[src/rtl/mac8_pkg.sv]
// Shared types and helpers for the mac8 streaming multiply-accumulate stage.
// Holds the frame-state enum, the product width and the saturating counter step.
package mac8_pkg;

  typedef enum logic {
    EMPTY = 1'b0,
    RUN   = 1'b1
  } state_e;

  localparam int PROD_W = 16;

  // Increment that sticks at the all-ones value of a cnt_w-bit counter.
  function automatic logic [31:0] sat_inc(input logic [31:0] cnt, input int cnt_w);
    logic [31:0] max_val;
    max_val = (cnt_w >= 32) ? '1 : ((32'd1 << cnt_w) - 32'd1);
    return (cnt >= max_val) ? cnt : cnt + 32'd1;
  endfunction

endpackage

[src/rtl/mac8_stream_accum_mul.sv]
// 8x8 unsigned combinational multiplier; full 16-bit product, no registers.
module mac8_stream_accum_mul
  import mac8_pkg::*;
(
  input  logic [7:0]        i_a,
  input  logic [7:0]        i_b,
  output logic [PROD_W-1:0] o_prod
);

  assign o_prod = PROD_W'(i_a) * PROD_W'(i_b);

endmodule

[src/rtl/mac8_stream_accum.sv]
// Streaming MAC: registers a product per accepted beat, sums products per frame
// and presents one (sum, beat count, overflow) result per frame over valid/ready.
module mac8_stream_accum
  import mac8_pkg::*;
#(
  parameter int ACC_W = 24,
  parameter int CNT_W = 8
) (
  input  logic             clk,
  input  logic             rst,
  input  logic             in_valid,
  output logic             in_ready,
  input  logic [7:0]       in_a,
  input  logic [7:0]       in_b,
  input  logic             in_last,
  output logic             out_valid,
  input  logic             out_ready,
  output logic [ACC_W-1:0] out_acc,
  output logic [CNT_W-1:0] out_count,
  output logic             out_ovf
);

  logic [PROD_W-1:0] w_prod;
  logic [PROD_W-1:0] r_p1;
  logic              r_v1;
  logic              r_last1;

  state_e            r_state;
  state_e            w_state_nxt;
  logic [ACC_W-1:0]  r_acc;
  logic [CNT_W-1:0]  r_cnt;
  logic              r_ovf;

  logic [ACC_W-1:0]  r_out_acc;
  logic [CNT_W-1:0]  r_out_count;
  logic              r_out_ovf;
  logic              r_out_valid;

  logic              w_stall;
  logic              w_accept;
  logic              w_consume;
  logic [ACC_W:0]    w_sum;
  logic              w_carry;
  logic [CNT_W-1:0]  w_cnt_inc;
  logic [ACC_W-1:0]  w_acc_nxt;
  logic [CNT_W-1:0]  w_cnt_nxt;
  logic              w_ovf_nxt;
  logic              w_load;

  mac8_stream_accum_mul u_mul (
    .i_a    (in_a),
    .i_b    (in_b),
    .o_prod (w_prod)
  );

  // Only a completing frame waits for the output register; partial beats never do.
  assign w_stall   = r_v1 & r_last1 & r_out_valid & ~out_ready;
  assign in_ready  = ~r_v1 | ~w_stall;
  assign w_accept  = in_valid & in_ready;
  assign w_consume = r_v1 & ~w_stall;

  assign w_sum     = {1'b0, r_acc} + {{(ACC_W + 1 - PROD_W){1'b0}}, r_p1};
  assign w_carry   = w_sum[ACC_W];
  assign w_cnt_inc = CNT_W'(sat_inc(32'(r_cnt), CNT_W));

  // NOTE: every always_comb output gets a default first so no path leaves it unassigned (no latch).
  always_comb begin
    w_state_nxt = r_state;
    w_acc_nxt   = r_acc;
    w_cnt_nxt   = r_cnt;
    w_ovf_nxt   = r_ovf;
    w_load      = 1'b0;
    if (w_consume) begin
      if (r_last1) begin
        w_load      = 1'b1;
        w_acc_nxt   = '0;
        w_cnt_nxt   = '0;
        w_ovf_nxt   = 1'b0;
        w_state_nxt = EMPTY;
      end else begin
        w_acc_nxt   = w_sum[ACC_W-1:0];
        w_cnt_nxt   = w_cnt_inc;
        w_ovf_nxt   = r_ovf | w_carry;
        w_state_nxt = RUN;
      end
    end
  end

  // NOTE: sequential state uses non-blocking assignments so every register samples pre-edge values.
  always_ff @(posedge clk) begin
    if (rst) r_state <= EMPTY;
    else     r_state <= w_state_nxt;
  end

  always_ff @(posedge clk) begin
    if (rst) begin
      r_v1        <= 1'b0;
      r_p1        <= '0;
      r_last1     <= 1'b0;
      r_acc       <= '0;
      r_cnt       <= '0;
      r_ovf       <= 1'b0;
      r_out_acc   <= '0;
      r_out_count <= '0;
      r_out_ovf   <= 1'b0;
      r_out_valid <= 1'b0;
    end else begin
      if (w_accept) begin
        r_v1    <= 1'b1;
        r_p1    <= w_prod;
        r_last1 <= in_last;
      end else if (w_consume) begin
        r_v1    <= 1'b0;
      end

      r_acc <= w_acc_nxt;
      r_cnt <= w_cnt_nxt;
      r_ovf <= w_ovf_nxt;

      // A new result may overwrite one being handed off in the same cycle.
      if (w_load) begin
        r_out_acc   <= w_sum[ACC_W-1:0];
        r_out_count <= w_cnt_inc;
        r_out_ovf   <= r_ovf | w_carry;
        r_out_valid <= 1'b1;
      end else if (r_out_valid && out_ready) begin
        r_out_valid <= 1'b0;
      end
    end
  end

  assign out_valid = r_out_valid;
  assign out_acc   = r_out_acc;
  assign out_count = r_out_count;
  assign out_ovf   = r_out_ovf;

endmodule

[config.mk]
export PLATFORM = sky130hd
export DESIGN_NAME = mac8_stream_accum
export DESIGN_NICKNAME = d
export VERILOG_FILES = /design/src/rtl/mac8_pkg.sv /design/src/rtl/mac8_stream_accum_mul.sv /design/src/rtl/mac8_stream_accum.sv
export SDC_FILE = /design/constraint.sdc
export NUM_CORES = 1
export LEC_CHECK = 0
export CORE_UTILIZATION = 40
export DETAILED_ROUTE_END_ITERATION = 10
export PLACE_DENSITY = 0.59
export SKIP_CTS_REPAIR_TIMING = 1
export SLEW_MARGIN = 10
export SYNTH_ARGS = -nofsm -noshare
export SYNTH_HDL_FRONTEND = slang
export SYNTH_SLANG_ARGS = --single-unit
[constraint.sdc]
create_clock -name clk -period 5.4 [get_ports clk]
set_input_delay 1.08 -clock clk [delete_from_list [all_inputs] [get_ports clk]]
set_output_delay 1.08 -clock clk [all_outputs]
set_load 0.01 [all_outputs]
== Yosys cells after proc, flatten, opt, wreduce, memory -nomap -nowiden ==
Index checks and enable logic that the tools add are counted.

* Register bits: 85
* Input bits: 21
* Word-level logic and storage cells: 37

* Add/sub/neg operators: 2
* $mul: 1
* Magnitude comparators: 1
* Multiplexer cells: 10
* Bitwise logic cells: 10
* Reduce and logical (&&, ||, !) cells: 3

{| class="wikitable"
|+ Operator list
! kind !! number
|-
| $add 24x16->25 || 1
|-
| $mux 24 || 1
|-
| $mul 8x8->16 || 1
|-
| $mux 8 || 2
|-
| $add 8x1->8 const B || 1
|-
| $ge 8x8->1 const B || 1
|-
| $mux 1 || 7
|-
| $and 1x1->1 || 5
|-
| $reduce_bool 2->1 || 2
|-
| $not 1->1 || 3
|-
| $or 1x1->1 || 2
|-
| $logic_and 1x1->1 || 1
|}

== Depth between registers and ports, before layout ==
Gate-level depths: netlist of the first run.

* Depth in word-level cells: 7
* Depth in mapped cells: 17
* Depth with buffers taken out: 17

== By module ==
A second synthesis of the first run with hierarchy kept.

* Cells, all modules: 757
* Area, all modules: 6399.9 um2

{| class="wikitable"
|+ By module, submodules not included
! module !! times used !! cells an instance !! area an instance (um2)
|-
| mac8_stream_accum || 1 || 514 || 4286.6
|-
| mac8_stream_accum_mul || 1 || 243 || 2113.3
|}

== Worst setup path before layout of the first run ==
No wires, ideal clock.

* Path kind: in2reg
* Start point: input port in_b[7]
* End point: register r_p1[14]
* Library setup time: 70 ps
* Arrival time: 4799 ps
* Required time: 5330 ps
* Path slack: 530 ps
* Stages: 15
* Cells stage by stage: and2_1 fa_1 fa_1 fa_1 inv_1 fa_1 inv_1 ha_1 a21o_1 a211oi_1 o21ai_0 a31oi_1 xnor2_1 nand2_1 a21oi_1

* Longest elaborated chain between the ends: 1

{| class="wikitable"
|+ RTL lines
! element !! line !! RTL
|-
| start: declaration || mac8_stream_accum.sv:14 || <nowiki>input logic [7:0] in_b,</nowiki>
|-
| $mul 8x8->16 || mac8_stream_accum_mul.sv:10 || <nowiki>assign o_prod = PROD_W'(i_a) * PROD_W'(i_b);</nowiki>
|-
| end signal: assignment || mac8_stream_accum.sv:110 || <nowiki>r_p1 <= w_prod;</nowiki>
|-
| end: declaration || mac8_stream_accum.sv:24 || <nowiki>logic [PROD_W-1:0] r_p1;</nowiki>
|}

No other way between the ends.
A chain may end at the register's enable or synchronous reset.

== Final worst setup path of the first run ==
* Start point: input port in_b[7]
* End point: register r_p1[15]

Same word-level chain as after synthesis.

==> summary.txt, run 1 <==
Status
  • Run status: completed

Clocking
  • Root buffer cell: clkbuf_16
  • H-tree levels: 3
  • Clock-pin slew on the worst setup and hold paths: roughly 60 ps
  • Clock Sinks: 85
  • Clock Latency Late Sink: ~350 ps
  • Total CTS buffers: 9
  • CTS tree: yes
  • Worst-case clock buffer depth: 2

GRT
  • Largest net degree at the start of global routing: 76
  • Initial antenna violation count: 0
  • First-pass GRT wire length: 24180 um
  • GRT overflow: 0
  • Gr usage total: 18.29%
  • Vias in the first global route: approximately 5200

Worst setup path
  • Startpoint Class: input port
  • FF-to-FF End: out_acc[10]
  • CP cell instances: clkdlybuf4s50_1, buf_4, nand2_1, fa_1, fa_1, fa_1, inv_1, fa_1, ha_1, buf_4, nand2_1, o21ai_0, o21ai_2, o221ai_1, a21oi_1, xnor2_1, a211oi_1
  • Critical R2R Launch: r_p1[0]
  • Crit path required time: roughly 5700 ps
  • CP max stage cell: clkdlybuf4s50_1
  • CP endpoint kind: register
  • Crit path max fanout: 6
  • Register-to-register setup slack: 2810 ps
  • Setup CP Type: in2reg
  • Data arrival, critical path: approximately 5400 ps
  • R2R cell count: 9
  • Origin of the worst setup path: in_b[7]
  • Worst path most repeated cell: fa_1
  • Crit-path max cell delay: about 540 ps

Finish
  • # fillers: 1524
  • Most frequent cells in the layout: 98 x nand2_1, 85 x dfxtp_1, 68 x a21oi_1, 65 x inv_1, 57 x nor2_1
  • Nets: about 940
  • Ant diodes: 0
  • Commonest non-fill, non-tap cell in the layout: nand2_1
  • Area grow syn2layout: 20.38%
  • Share of cells above drive strength 1: under 10%

Floorplanning
  • Starting Density: 41.07%
  • Die ar.: approximately 16000 um2
  • I/O pin count: 56
  • Die height: 127.2 um
  • Chip width: 127.2 um
  • Row count: 45
  • Core area: between 15000 and 20000 um2

Hold path
  • Hold Path Class: reg2reg
  • Hold Path Sink: out_acc[13]
  • Min-Delay Path Depth: 2
  • Hold_sp: out_acc[13]

Timing
  • Max-slew violations: 0
  • Worst Skew: 7.043 ps
  • Worst hold margin: ~450 ps
  • Maximum clock rate: between 150 and 200 MHz
  • Period utilization: a little over nine tenths
  • Final hold viol count: 0
  • Slew at the pin with the worst max-slew slack: between 1000 and 1500 ps
  • Final min period: ~5100 ps
  • Final setup fails: 0
  • RSZ-0062 raised after global routing: false
  • Final setup TNS: 0 ps
  • Rel. slew slack: a little under a third

Power and ir drop
  • Pwr Density: roughly 300 nW/um2
  • NetSw: 0.7718 mW
  • Sw Ratio: 34.08%
  • Clock network power share: about 28%
  • Max VDD drop: about 0.16 mV
  • Comb power frac: about two fifths
  • Seq pwr share: 31.2%
  • P_int: between 1 and 1.5 mW
  • LEAKAGE: approximately 3.3 nW

Logic synthesis
  • Main flop type after synthesis: dfxtp_1
  • Syn Area/Cell: around 8.3 um2
  • Post-synthesis register bit count: 85
  • Ys async rst share: 0%
  • Area leader, netlist: dfxtp_1
  • Post-Syn Nets: around 860
  • Share of Yosys cell area claimed by the top area cell type: between 20% and 30%
  • EDFF count, synth: 0
  • Area of the mapped netlist: 6267 um2
  • Post-Syn Instances: between 700 and 800
  • Most area-consuming cells after synthesis: dfxtp_1 27%, fa_1 12%, ha_1 11%, nand2_1 5.9%, a21oi_1 5.4%
  • Netlist cell types: 59
  • Yosys warnings: 0
  • Sequential-to-total area share from yosys stat: between 20 and 30%

Route
  • Routed vias: between 5000 and 6000
  • DRT iter0 DRCs: 273
  • Final WL: between 10000 and 15000 um
  • Post-route DRC violation count: 0
  • Final ANT Viol Nets: 0
  • Via-to-Cell Ratio: 5.062
  • Pre-antenna DRT Iters: 4
  • Avg WL per Cell: ~13 um

Placement
  • Routability-driven placement congestion ratio: roughly 0.87
  • Port buffer count: 55
  • Hpwl dp: approximately 11000 um

Job
  • Max-cap violations: 0
==> state kept, by name, indices dropped and copies added, names as in the netlist <==
register and count:
r_cnt 8, out_count 8, r_p1 16, r_last1 1, out_valid 1, r_acc 24
r_v1 1, out_ovf 1, r_ovf 1, out_acc 24
==> power groups by stage <==
stage | sequential (mW) | combinational, mW | clock (mW)
finish | 0.707 | 0.928 | 0.630
global placement | 0.721 | 0.919 | 0
floorplan | 0.707 | 0.644 | 0
CTS | 0.708 | 0.936 | 0.646
global route | 0.713 | 1.08 | 0.672
detailed placement | 0.722 | 0.928 | 0
==> layout make-up <==
class,instances,area [um2],area share [%]
Multi-Input combinational cell,573,4223,55.97
Sequential cell,85,1702,22.55
Timing Repair Buffer,90,810.8,10.75
Tap cell,211,264.0,3.499
Inverter,65,244.0,3.234
Clock buffer,11,242.7,3.217
Clock inverter,5,58.81,0.7794
==> cell usage after synthesis, types with 4 or more instances <==
master,number
nand2_1,98
dfxtp_1,85
a21oi_1,68
inv_1,65
nor2_1,58
and2_1,53
ha_1,53
fa_1,37
clkbuf_1,27
xnor2_1,21
a211oi_1,14
a21o_1,13
nand3_1,11
xor2_1,11
nor3_1,10
o21ai_1,10
a22o_1,8
o21ai_0,8
a22oi_1,7
a31oi_1,6
nor2b_1,6
nand2b_1,5
nand3b_1,5
and3_1,4
nand4_1,4
nor3b_1,4
o211ai_1,4
o21a_1,4
or3_1,4
==> worst max path at each step <==
| stage | endpoint | slack, ps | cells after the start |
|---|---|---|---|
| 4_1_cts | r_p1[14] | 190 | 17 |
| 2_1_floorplan | r_p1[14] | 530 | 15 |
| 6_report | r_p1[15] | 270 | 17 |
| 3_5_place_dp | r_p1[14] | -170 | 17 |
| 3_3_place_gp | r_p1[14] | -100 | 17 |
| 5_1_grt | r_p1[14] | 8 | 17 |
==> worst max-delay path, delay by kind of cell <==
kind | cells | cell delay (ps)
adders and majority gates | 5 | 2360
buffers and inverters | 4 | 890
and+or+nand+nor | 2 | 140
AOI/OAI and AO/OA | 5 | 810
xor gates and xnor gates | 1 | 130
==> routing by layer <==
metal	track usage (%)	vias up	routed length, um
met5	0	-	0
met2	30.80	84	6457
met4	5.672	0	182
met3	2.806	16	358
li1	-	2698	-
met1	24.14	2466	6857
==> metrics by stage <==
| step | power [mW] | std cells | cell area [um2] | setup WS (ps) | util [%] |
|---|---|---|---|---|---|
| global route | 2.464 | 1040 | 7545 | 7.603 | 49.45 |
| CTS | 2.290 | 1040 | 7538 | 185.2 | 49.41 |
| floorplan | 1.351 | 751 | 6267 | 530.2 | - |
| finish | 2.265 | 1040 | 7545 | 273.8 | 49.45 |
| global placement | 1.640 | 1024 | 7237 | -101.8 | 47.43 |
| detailed placement | 1.649 | 1024 | 7237 | -170.5 | 47.43 |
==> cells by family (layout without fill, tap and decap cells) <==
kind of cell | count (synthesis) | after routing | share of synthesized area, %
xor gates and xnor gates | 32 | 32 | 4.472
buffers and inverters | 93 | 171 | 5.570
muxes | 3 | 3 | 0.4792
and+or+nand+nor | 277 | 277 | 22.18
AOI/OAI and AO/OA | 171 | 171 | 17.75
DFF | 85 | 85 | 27.15
adders and majority gates | 90 | 90 | 22.40
Power figures use the tool's default switching activity.
==> inputs of run 2 (changes only) <==
--- a/config.mk
+++ b/config.mk
@@ -5,6 +5,7 @@
 export SDC_FILE = /design/constraint.sdc
 export NUM_CORES = 1
 export LEC_CHECK = 0
+export CORE_MARGIN = 8
 export CORE_UTILIZATION = 40
 export DETAILED_ROUTE_END_ITERATION = 10
 export PLACE_DENSITY = 0.59
==> run 2 against run 1 <==
Sequential power hardly changed. Final cell count up 0.19%. Design area up 0.65%. Setup slack got worse by 49 ps. Combinational power barely moved. Sequential cell count unchanged. Critical path type unchanged. Global-route usage shrank 3.6 points. Hold slack about the same.
==> summary.txt, run 2 (same netlist as run 1, synthesis figures left out) <==
Timing
  • RSZ-0062 raised after global routing: false (unchanged)
  • Rel. slew slack: 25.68% (was 30.38%)
  • Worst hold margin: 452.9 ps (was 452.6 ps)
  • Period utilization: 95.84% (was 94.93%)
  • Maximum clock rate: 193.2 MHz (was 195.1 MHz)
  • Worst Skew: 8.908 ps (was 7.043 ps)
  • Final setup fails: 0 (unchanged)
  • Final hold viol count: 0 (unchanged)
  • Slew at the pin with the worst max-slew slack: 1112 ps (was 1041 ps)
  • Max-slew violations: 0 (unchanged)
  • Final setup TNS: 0 ps (unchanged)
  • Final min period: 5176 ps (was 5126 ps)

GRT
  • Gr usage total: 14.70% (was 18.29%)
  • Largest net degree at the start of global routing: 76 (unchanged)
  • First-pass GRT wire length: 24210 um (was 24180 um)
  • GRT overflow: 0 (unchanged)
  • Initial antenna violation count: 0 (unchanged)
  • Vias in the first global route: 5159 (was 5211)

Route
  • Pre-antenna DRT Iters: 4 (unchanged)
  • Final WL: 14590 um (was 13860 um)
  • DRT iter0 DRCs: 240 (was 273)
  • Avg WL per Cell: 14.01 um (was 13.32 um)
  • Post-route DRC violation count: 0 (unchanged)
  • Final ANT Viol Nets: 0 (unchanged)
  • Via-to-Cell Ratio: 5.046 (was 5.062)
  • Routed vias: 5258 (was 5264)

Finish
  • # fillers: 1462 (was 1524)
  • Fin area: 7594 um2 (was 7545 um2)
  • Commonest non-fill, non-tap cell in the layout: nand2_1 (unchanged)
  • Ant diodes: 0 (unchanged)
  • Nets: 937 (was 935)
  • Layout Utilization: 49.77% (was 49.45%)
  • Most frequent cells in the layout: 98 x nand2_1, 85 x dfxtp_1, 68 x a21oi_1, 65 x inv_1, 57 x nor2_1 (unchanged)
  • Area grow syn2layout: 21.16% (was 20.38%)
  • Share of cells above drive strength 1: 7.942% (was 7.720%)

Floorplanning
  • Die height: 141.2 um (was 127.2 um)
  • I/O pin count: 56 (unchanged)
  • Starting Density: 41.07% (unchanged)
  • Row count: 45 (unchanged)
  • Core area: 15260 um2 (unchanged)
  • Die ar.: 19930 um2 (was 16170 um2)
  • Chip width: 141.2 um (was 127.2 um)

Clocking
  • Clock Sinks: 85 (unchanged)
  • CTS tree: yes (unchanged)
  • Clock-pin slew on the worst setup and hold paths: 60 ps (about the same)
  • Root buffer cell: clkbuf_16 (unchanged)
  • Worst-case clock buffer depth: 2 (unchanged)
  • H-tree levels: 3 (unchanged)
  • Clock Latency Late Sink: 350 ps (about the same)
  • Total CTS buffers: 9 (unchanged)

Power and ir drop
  • Overall power: 2.307 mW (was 2.265 mW)
  • NetSw: 0.7751 mW (was 0.7718 mW)
  • Clock network power share: 29.2% (was 27.8%)
  • LEAKAGE: 3.347 nW (was 3.286 nW)
  • P_int: 1.532 mW (was 1.493 mW)
  • Sw Ratio: 33.60% (was 34.08%)
  • Pwr Density: 303.8 nW/um2 (was 300.2 nW/um2)
  • Max VDD drop: 0.1507 mV (was 0.1566 mV)
  • Comb power frac: 40.1% (was 41.0%)
  • Seq pwr share: 30.7% (was 31.2%)

Worst setup path
  • CP max stage cell: clkdlybuf4s50_1 (unchanged)
  • Worst path most repeated cell: fa_1 (unchanged)
  • Startpoint Class: input port (unchanged)
  • Setup CP Type: in2reg (unchanged)
  • Critical R2R Launch: r_p1[0] (unchanged)
  • Data arrival, critical path: 5430 ps (was 5390 ps)
  • CP cell instances: clkdlybuf4s50_1, buf_4, nand2_1, fa_1, fa_1, fa_1, inv_1, fa_1, ha_1, buf_4, nand2_1, o21ai_0, o21ai_1, o221ai_1, a21oi_1, xnor2_1, a211oi_1 (was clkdlybuf4s50_1, buf_4, nand2_1, fa_1, fa_1, fa_1, inv_1, fa_1, ha_1, buf_4, nand2_1, o21ai_0, o21ai_2, o221ai_1, a21oi_1, xnor2_1, a211oi_1)
  • CP endpoint kind: register (unchanged)
  • Crit-path max cell delay: 540 ps (about the same)
  • Crit path max fanout: 6 (unchanged)
  • Origin of the worst setup path: in_b[7] (unchanged)
  • Crit path required time: 5660 ps (about the same)

Status
  • Run status: completed (unchanged)

Hold path
  • Hold_sp: out_count[0] (was out_acc[13])
  • Hold Path Class: reg2reg (unchanged)

Placement
  • Placed cell area: 7252 um2 (was 7237 um2)
  • Hpwl dp: 11500 um (was 10980 um)
  • Routability-driven placement congestion ratio: 0.8589 (was 0.8689)
  • Port buffer count: 55 (unchanged)

Job
  • Max-cap violations: 0 (unchanged)
[run 2: cell count changes in the layout (fill, tap and decap cells not counted), sizes merged]
cell and delta:
bufinv +1, buf +2, clkdlybuf4s50 -4, clkinvlp -1, dlymetal6s2s +4
[run 2: per-stage QoR]
step                std cells  worst slack [ps]
finish                   1042             224.4
global route             1042             2.519
CTS                      1042             145.2
detailed placement       1026            -203.5
global placement         1026            -97.76
floorplan                 751             530.2
[run 2: final timing paths]
path / endpoint / slack, ps / depth (start not counted)
hold reg to reg: out_count[0] / 450 / 2
setup reg to reg: out_acc[10] / 2780 / 9
hold / removal: out_count[0] / 450 / 2
setup / recovery: r_p1[15] / 220 / 17
[run 2: power groups by stage]
stage | Clock [mW] | Combinational (mW) | Sequential (mW)
after floorplan | 0 | 0.644 | 0.707
after global placement | 0 | 0.907 | 0.721
after detailed placement | 0 | 0.920 | 0.722
after CTS | 0.694 | 0.929 | 0.709
after global routing | 0.718 | 1.05 | 0.713
final | 0.674 | 0.925 | 0.708
[run 2: critical path: cells and delay by family]
kind	cells	cell delay (ps)
xor gates and xnor gates	1	130
buffers and inverters	4	900
and+or+nand+nor	2	130
adders and majority gates	5	2360
AOI/OAI and AO/OA	5	820
[run 2: final cells by class]
cell class	count	area (um2)	area share (%)
Sequential cell	85	1702	22.41
Timing Repair Buffer	92	835.8	11.01
Tap cell	211	264.0	3.477
Clock buffer	11	242.7	3.197
Multi-Input combinational cell	573	4224	55.63
Clock inverter	5	81.33	1.071
Inverter	65	244.0	3.213
[run 2: per-layer routing]
| layer | wire length, um | part of all wire (%) | GRT usage, % |
|---|---|---|---|
| met5 | 0 | 0 | 0 |
| met4 | 218 | 1.5 | 4.638 |
| met3 | 499 | 3.4 | 3.038 |
| met2 | 6758 | 46 | 24.65 |
| met1 | 7118 | 49 | 18.51 |
==> inputs of run 3 (changes only) <==
--- a/config.mk
+++ b/config.mk
@@ -13,4 +13,5 @@
 export SLEW_MARGIN = 10
 export SYNTH_ARGS = -nofsm -noshare
 export SYNTH_HDL_FRONTEND = slang
+export SYNTH_HIERARCHICAL = 1
 export SYNTH_SLANG_ARGS = --single-unit
==> run 3 against run 2 <==
Die area increased by 1.9%. Final cell count is 0.77% lower. Sequential power about the same. Register-to-register slack is essentially flat. Synthesized cell count increased by 0.80%. Design area is 0.54% lower. Critical endpoint is now r_p1[11]. Largest cell class unchanged. Largest power group unchanged.
==> summary.txt, run 3 <==
Logic synthesis
  • Area leader, netlist: dfxtp_1 (unchanged)
  • Area of the mapped netlist: 6400 um2 (was 6267 um2)
  • Sequential-to-total area share from yosys stat: 26.59% (was 27.15%)
  • Ys async rst share: 0% (unchanged)
  • Top cells by count, synth: 104 x nand2_1, 85 x dfxtp_1, 63 x a21oi_1 (was 98 x nand2_1, 85 x dfxtp_1, 68 x a21oi_1)
  • Post-Syn Instances: 757 (was 751)
  • Syn Area/Cell: 8.454 um2 (was 8.345 um2)
  • Main flop type after synthesis: dfxtp_1 (unchanged)
  • Most area-consuming cells after synthesis: dfxtp_1 27%, fa_1 12%, ha_1 10%, nand2_1 6.1%, and2_1 5.1% (was dfxtp_1 27%, fa_1 12%, ha_1 11%, nand2_1 5.9%, a21oi_1 5.4%)
  • Post-synthesis register bit count: 85 (unchanged)
  • Most frequent cell after synthesis: nand2_1 (unchanged)
  • Post-Syn Nets: 868 (was 862)
  • Netlist cell types: 72 (was 59)
  • EDFF count, synth: 0 (unchanged)
  • Share of Yosys cell area claimed by the top area cell type: 26.59% (was 27.15%)
  • Yosys warnings: 6 (was 0)

Clocking
  • Clock-pin slew on the worst setup and hold paths: 60 ps (about the same)
  • Clock Latency Late Sink: 340 ps (was 350 ps)
  • Root buffer cell: clkbuf_16 (unchanged)
  • H-tree levels: 3 (unchanged)
  • CTS tree: yes (unchanged)
  • Worst-case clock buffer depth: 2 (unchanged)
  • Clock Sinks: 85 (unchanged)
  • Total CTS buffers: 9 (unchanged)

Placement
  • Hpwl dp: 11670 um (was 11500 um)
  • Placed cell area: 7223 um2 (was 7252 um2)
  • Port buffer count: 55 (unchanged)
  • Routability-driven placement congestion ratio: 0.8501 (was 0.8589)
  • Dpl ws: -129.0 ps (was -203.5 ps)
  • Placed Cells: 1018 (was 1026)

Timing
  • RSZ-0062 raised after global routing: false (unchanged)
  • Slew at the pin with the worst max-slew slack: 1005 ps (was 1112 ps)
  • Maximum clock rate: 193.8 MHz (was 193.2 MHz)
  • Worst Skew: 7.313 ps (was 8.908 ps)
  • Final setup fails: 0 (unchanged)
  • Worst hold margin: 453.9 ps (was 452.9 ps)
  • Rel. slew slack: 32.92% (was 25.68%)
  • Max-slew violations: 0 (unchanged)
  • Final setup TNS: 0 ps (unchanged)
  • Period utilization: 95.55% (was 95.84%)
  • Setup WS post-layout: 240.3 ps (was 224.4 ps)
  • Final min period: 5160 ps (was 5176 ps)
  • Final hold viol count: 0 (unchanged)

Finish
  • Ant diodes: 0 (unchanged)
  • Area grow syn2layout: 18.01% (was 21.16%)
  • Fin area: 7552 um2 (was 7594 um2)
  • # fillers: 1564 (was 1462)
  • Commonest non-fill, non-tap cell in the layout: nand2_1 (unchanged)
  • Most frequent cells in the layout: 104 x nand2_1, 85 x dfxtp_1, 63 x a21oi_1, 56 x nor2_1, 54 x inv_1 (was 98 x nand2_1, 85 x dfxtp_1, 68 x a21oi_1, 65 x inv_1, 57 x nor2_1)
  • Nets: 924 (was 937)
  • Share of cells above drive strength 1: 8.068% (was 7.942%)
  • Layout Utilization: 47.89% (was 49.77%)
  • Fin cells: 1034 (was 1042)

Worst setup path
  • Setup CP Type: in2reg (unchanged)
  • Register-to-register setup slack: 2780 ps (about the same)
  • Crit path max fanout: 6 (unchanged)
  • Data arrival, critical path: 5430 ps (about the same)
  • CP endpoint kind: register (unchanged)
  • Crit path required time: 5670 ps (was 5660 ps)
  • Startpoint Class: input port (unchanged)

Power and ir drop
  • LEAKAGE: 3.185 nW (was 3.347 nW)
  • Overall power: 2.323 mW (was 2.307 mW)
  • Pwr Density: 307.6 nW/um2 (was 303.8 nW/um2)
  • Max VDD drop: 0.1442 mV (was 0.1507 mV)

Route
  • DRT iter0 DRCs: 335 (was 240)
  • Final WL: 15180 um (was 14590 um)
  • Via-to-Cell Ratio: 5.212 (was 5.046)
  • Post-route DRC violation count: 0 (unchanged)
  • Pre-antenna DRT Iters: 4 (unchanged)
  • Routed vias: 5389 (was 5258)
  • Avg WL per Cell: 14.68 um (was 14.01 um)
  • Final ANT Viol Nets: 0 (unchanged)

GRT
  • Largest net degree at the start of global routing: 62 (was 76)
  • GRT overflow: 0 (unchanged)
  • First-pass GRT wire length: 25790 um (was 24210 um)
  • Initial antenna violation count: 0 (unchanged)
  • Vias in the first global route: 5372 (was 5159)
  • Gr usage total: 15.50% (was 14.70%)

Hold path
  • Hold Path Class: reg2reg (unchanged)

Floorplanning
  • Row count: 46 (was 45)
  • Chip width: 142.5 um (was 141.2 um)
  • Die height: 142.5 um (was 141.2 um)
  • Die ar.: 20300 um2 (was 19930 um2)
  • Starting Density: 40.58% (was 41.07%)
  • Core area: 15770 um2 (was 15260 um2)
  • I/O pin count: 56 (unchanged)

Job
  • Max-cap violations: 0 (unchanged)

Status
  • Run status: completed (unchanged)
[run 3: cell types whose count changed after synthesis, sizes merged, moves of 5 or more]
cell | previous run | this run
xor2 | 11 | 16
nand2 | 98 | 107
a22o | 8 | 0
nand3b | 5 | 11
inv | 65 | 54
and3 | 4 | 10
a21oi | 68 | 63
buf | 1 | 10
[run 3: cell type report]
type / instances / area, um2 / share of cell area [%]
Sequential cell: 85 / 1702 / 22.53
Tap cell: 216 / 270.3 / 3.579
Inverter: 54 / 202.7 / 2.684
Timing Repair Buffer: 79 / 728.2 / 9.642
Clock buffer: 11 / 242.7 / 3.214
Clock inverter: 5 / 83.83 / 1.110
Multi-Input combinational cell: 584 / 4323 / 57.24
[run 3: cell families after synthesis]
group	Yosys count	synth area share [%]
AO/OA/AOI/OAI	163	17.30
flip-flops	85	26.59
AND/OR/NAND/NOR	293	23.07
buffers and inverters	88	5.865
XOR/XNOR	36	4.927
adder cells (fa/ha/maj)	90	21.94
multiplexers	2	0.3128
[run 3: critical path, cell delays in order]
cell and delay, ps:
clkdlybuf4s50_1 620, nand2_1 120, fa_1 490, fa_1 550, inv_1 50, fa_1 530, inv_1 60, fa_1 530
inv_1 40, ha_1 300, a21o_1 160, a21oi_1 220, nand2_1 110, a31oi_1 250, xnor2_1 150, nand2_1 70
a21oi_1 110
[run 3: power breakdown]
group	total (mW)	switching [mW]	leakage (nW)	internal (mW)
sequential	0.707	0.0365	0.689	0.671
clock	0.675	0.257	0.152	0.419
combinational	0.940	0.513	2.34	0.427
total	2.32	0.806	3.19	1.52
[run 3: routing by layer]
layer / global-route usage (%) / part of all wire [%]
met1: 19.28 / 46
met2: 26.73 / 49
met4: 4.306 / 1.4
met5: 0 / 0
met3: 2.918 / 3.4
[run 3: path summary, 6_finish.rpt]
check / from / endpoint / cells past startpoint
setup / recovery: in_b[5] / r_p1[11] / 17
hold reg to reg: out_acc[4] / out_acc[4] / 2
hold / removal: out_acc[4] / out_acc[4] / 2
setup reg to reg: r_p1[0] / r_acc[18] / 10
==> patch: new RTL, flow settings as in run 1 <==
Put one more register stage on the output `out_ovf`, without a reset. The value now appears one clock later. The other outputs are not delayed to match.
--- a/src/rtl/mac8_stream_accum.sv
+++ b/src/rtl/mac8_stream_accum.sv
@@ -132,7 +132,9 @@
   assign out_valid = r_out_valid;
   assign out_acc   = r_out_acc;
   assign out_count = r_out_count;
-  assign out_ovf   = r_out_ovf;
+  always_ff @(posedge clk) begin
+    out_ovf <= r_out_ovf;
+  end
 
 endmodule
 
Check against the original RTL: same outputs for any inputs over 4 cycles, from zero or initial values and one cycle with rst high; that may be too few to reach the edited logic, so the function may still have changed.
==> patch against run 1 <==
- routed wire length grew 6.2%
- sequential share of layout area is essentially flat
- sequential cell count grew 1
- worst setup slack lost 41 ps
- register-to-register slack lost 350 ps
- cell area grew 1.3%
- synthesized area grew 0.88%
- global-route usage grew 1.2 points
- power grew 7.3%
==> patch: results (changes against run 1) <==
* Iter 0 DRT Violations at 341 (+25%)
* VDD IR-drop max at 0.170 mV (+8.4%)
* First-pass iteration count of the detailed router at 4 (unchanged)
* Top delay family on crit path: adder cells
* Cells after DPL at 1034 (+0.98%)
* Worst skew pair latency at 350 ps (about the same)
* Antenna-violating nets left at 0 (unchanged)
* CP max stage cell: fa_1
* Register area share after synthesis at 27.2% (+0.080 points)
* Main flop type after synthesis: dfxtp_1
* FFs w/ async S/R, synth at 0% (unchanged)
* Pre-CTS setup slack at -252 ps (-81.3 ps)
* Pin count of the biggest net entering global routing at 37 (-51%)
* Initial antenna violation count at 0 (unchanged)
* Slowest Stage Delay on Critical Path at 540 ps (about the same)
* M1 GR Usage at 26.9% (+2.8 points)
* N_diodes at 0 (unchanged)
* Count of flip-flops with a built-in enable after synthesis at 0 (unchanged)
* Max-capacitance violation count at 0 (unchanged)
* Routability congestion estimate at 0.864 (-0.52%)
* Leakage at 0.00330 uW (+0.43%)
* Htree depth at 3 (unchanged)
* Vias in the first global route at 5277 (+1.3%)
* DP Area at 7270 um^2 (+0.43%)
* Worst Skew at 9.24 ps (+2.20 ps)
* Peak fanout along the critical path at 4 (-2)
* Met2 usage at 31.7% (+0.91 points)
* DR vias/cell at 5.18 (+2.3%)
* Number of port buffers at 55 (unchanged)
* Final Non-Filler Cells at 1050 (+0.96%)
* Final Hold Fails at 0 (unchanged)
* Largest cells by area after synthesis: dfxtp_1 (27%), fa_1 (12%), ha_1 (10%), a21oi_1 (5.9%), and2_1 (5.6%)
* Max transition margin at 42.2% (+12 points)
* Outcome: finished, final reports clean
* Wire length of the first global-routing pass at 25600 um (+6.0%)
* Synthesis Warnings at 0 (unchanged)
* Met3 usage at 2.25% (-0.55 points)
* Share of cells above drive strength 1 at 8.10% (+0.38 points)
* CP arrival at 5430 ps (+40 ps)
* Synth cell types at 64 (+8.5%)
* CTS Root Cell: clkbuf_16
* CTS max path bufs at 2 (unchanged)
* Routed length per instance at 14.0 um (+5.2%)
* Synth top cells by count: nand2_1 (95), dfxtp_1 (86), a21oi_1 (74)
* Detailed placement HPWL at 11500 um (+4.7%)
* Final Max Tran Viols at 0 (unchanged)
* Layout net count at 945 (+1.1%)
* Worst-path clk slew at 60 ps (about the same)
* Syn Area/Cell at 8.26 um^2 (-0.97%)
* GRT Overall Usage at 19.5% (+1.2 points)
* CTS Buf Count at 9 (unchanged)
* Synthesized Nets at 876 (+1.6%)
[patch: cell types whose count changed in the layout (fill, tap and decap cells not counted), moves of 6 or more]
cell	before	now
nor2_1	57	50
a21oi_1	68	74
o21ai_0	7	38
nand3_1	11	24
o21ai_1	10	2
inv_1	65	57
[patch: worst paths after layout]
| kind | from | end | slack [ps] | depth (start not counted) |
|---|---|---|---|---|
| max | in_a[1] | r_p1[15] | 230 | 15 |
| min | r_out_ovf | out_ovf | 360 | 0 |
| min reg2reg | r_out_ovf | out_ovf | 360 | 0 |
| max reg2reg | r_v1 | out_acc[19] | 2460 | 6 |
[patch: report_power, final]
part / total [uW] / switching [uW] / internal (uW)
registers: 735 / 45.0 / 690
clock network: 753 / 255 / 499
logic: 941 / 481 / 460
total: 2430 / 781 / 1650
[patch: layout make-up]
type / count / area [um^2]
clock buffers: 10 / 229
clock inverters: 6 / 134
fillers: 1479 / 7670
inverters: 57 / 214
multi-input cells: 590 / 4260
flip-flops and latches: 86 / 1720
well taps: 211 / 264
repair buffers: 90 / 821
[patch: per-layer routing]
layer  vias up  wire length [um]
met5         -                 0
met4         0               212
met3        13               346
met2        82              6840
met1      2566              7310
li1       2778                 -
[patch: kinds of logic (layout without fill, tap and decap cells)]
| group | Yosys count | count (layout) | share of synthesized area [%] |
|---|---|---|---|
| xor+xnor | 25 | 25 | 3.46 |
| buf+inv | 89 | 163 | 5.42 |
| compound gates | 190 | 190 | 19.0 |
| mux | 2 | 2 | 0.336 |
| simple gates | 283 | 283 | 22.3 |
| flops | 86 | 86 | 27.2 |
| fa+ha+maj | 90 | 90 | 22.2 |
[patch: worst reg2reg max path: stages (launching register included)]
cell	delay, ps
dfxtp_1	650
nand2_1	630
nor2_2	650
buf_4	420
nand4_1	130
o21ai_0	250
nor3_1	90
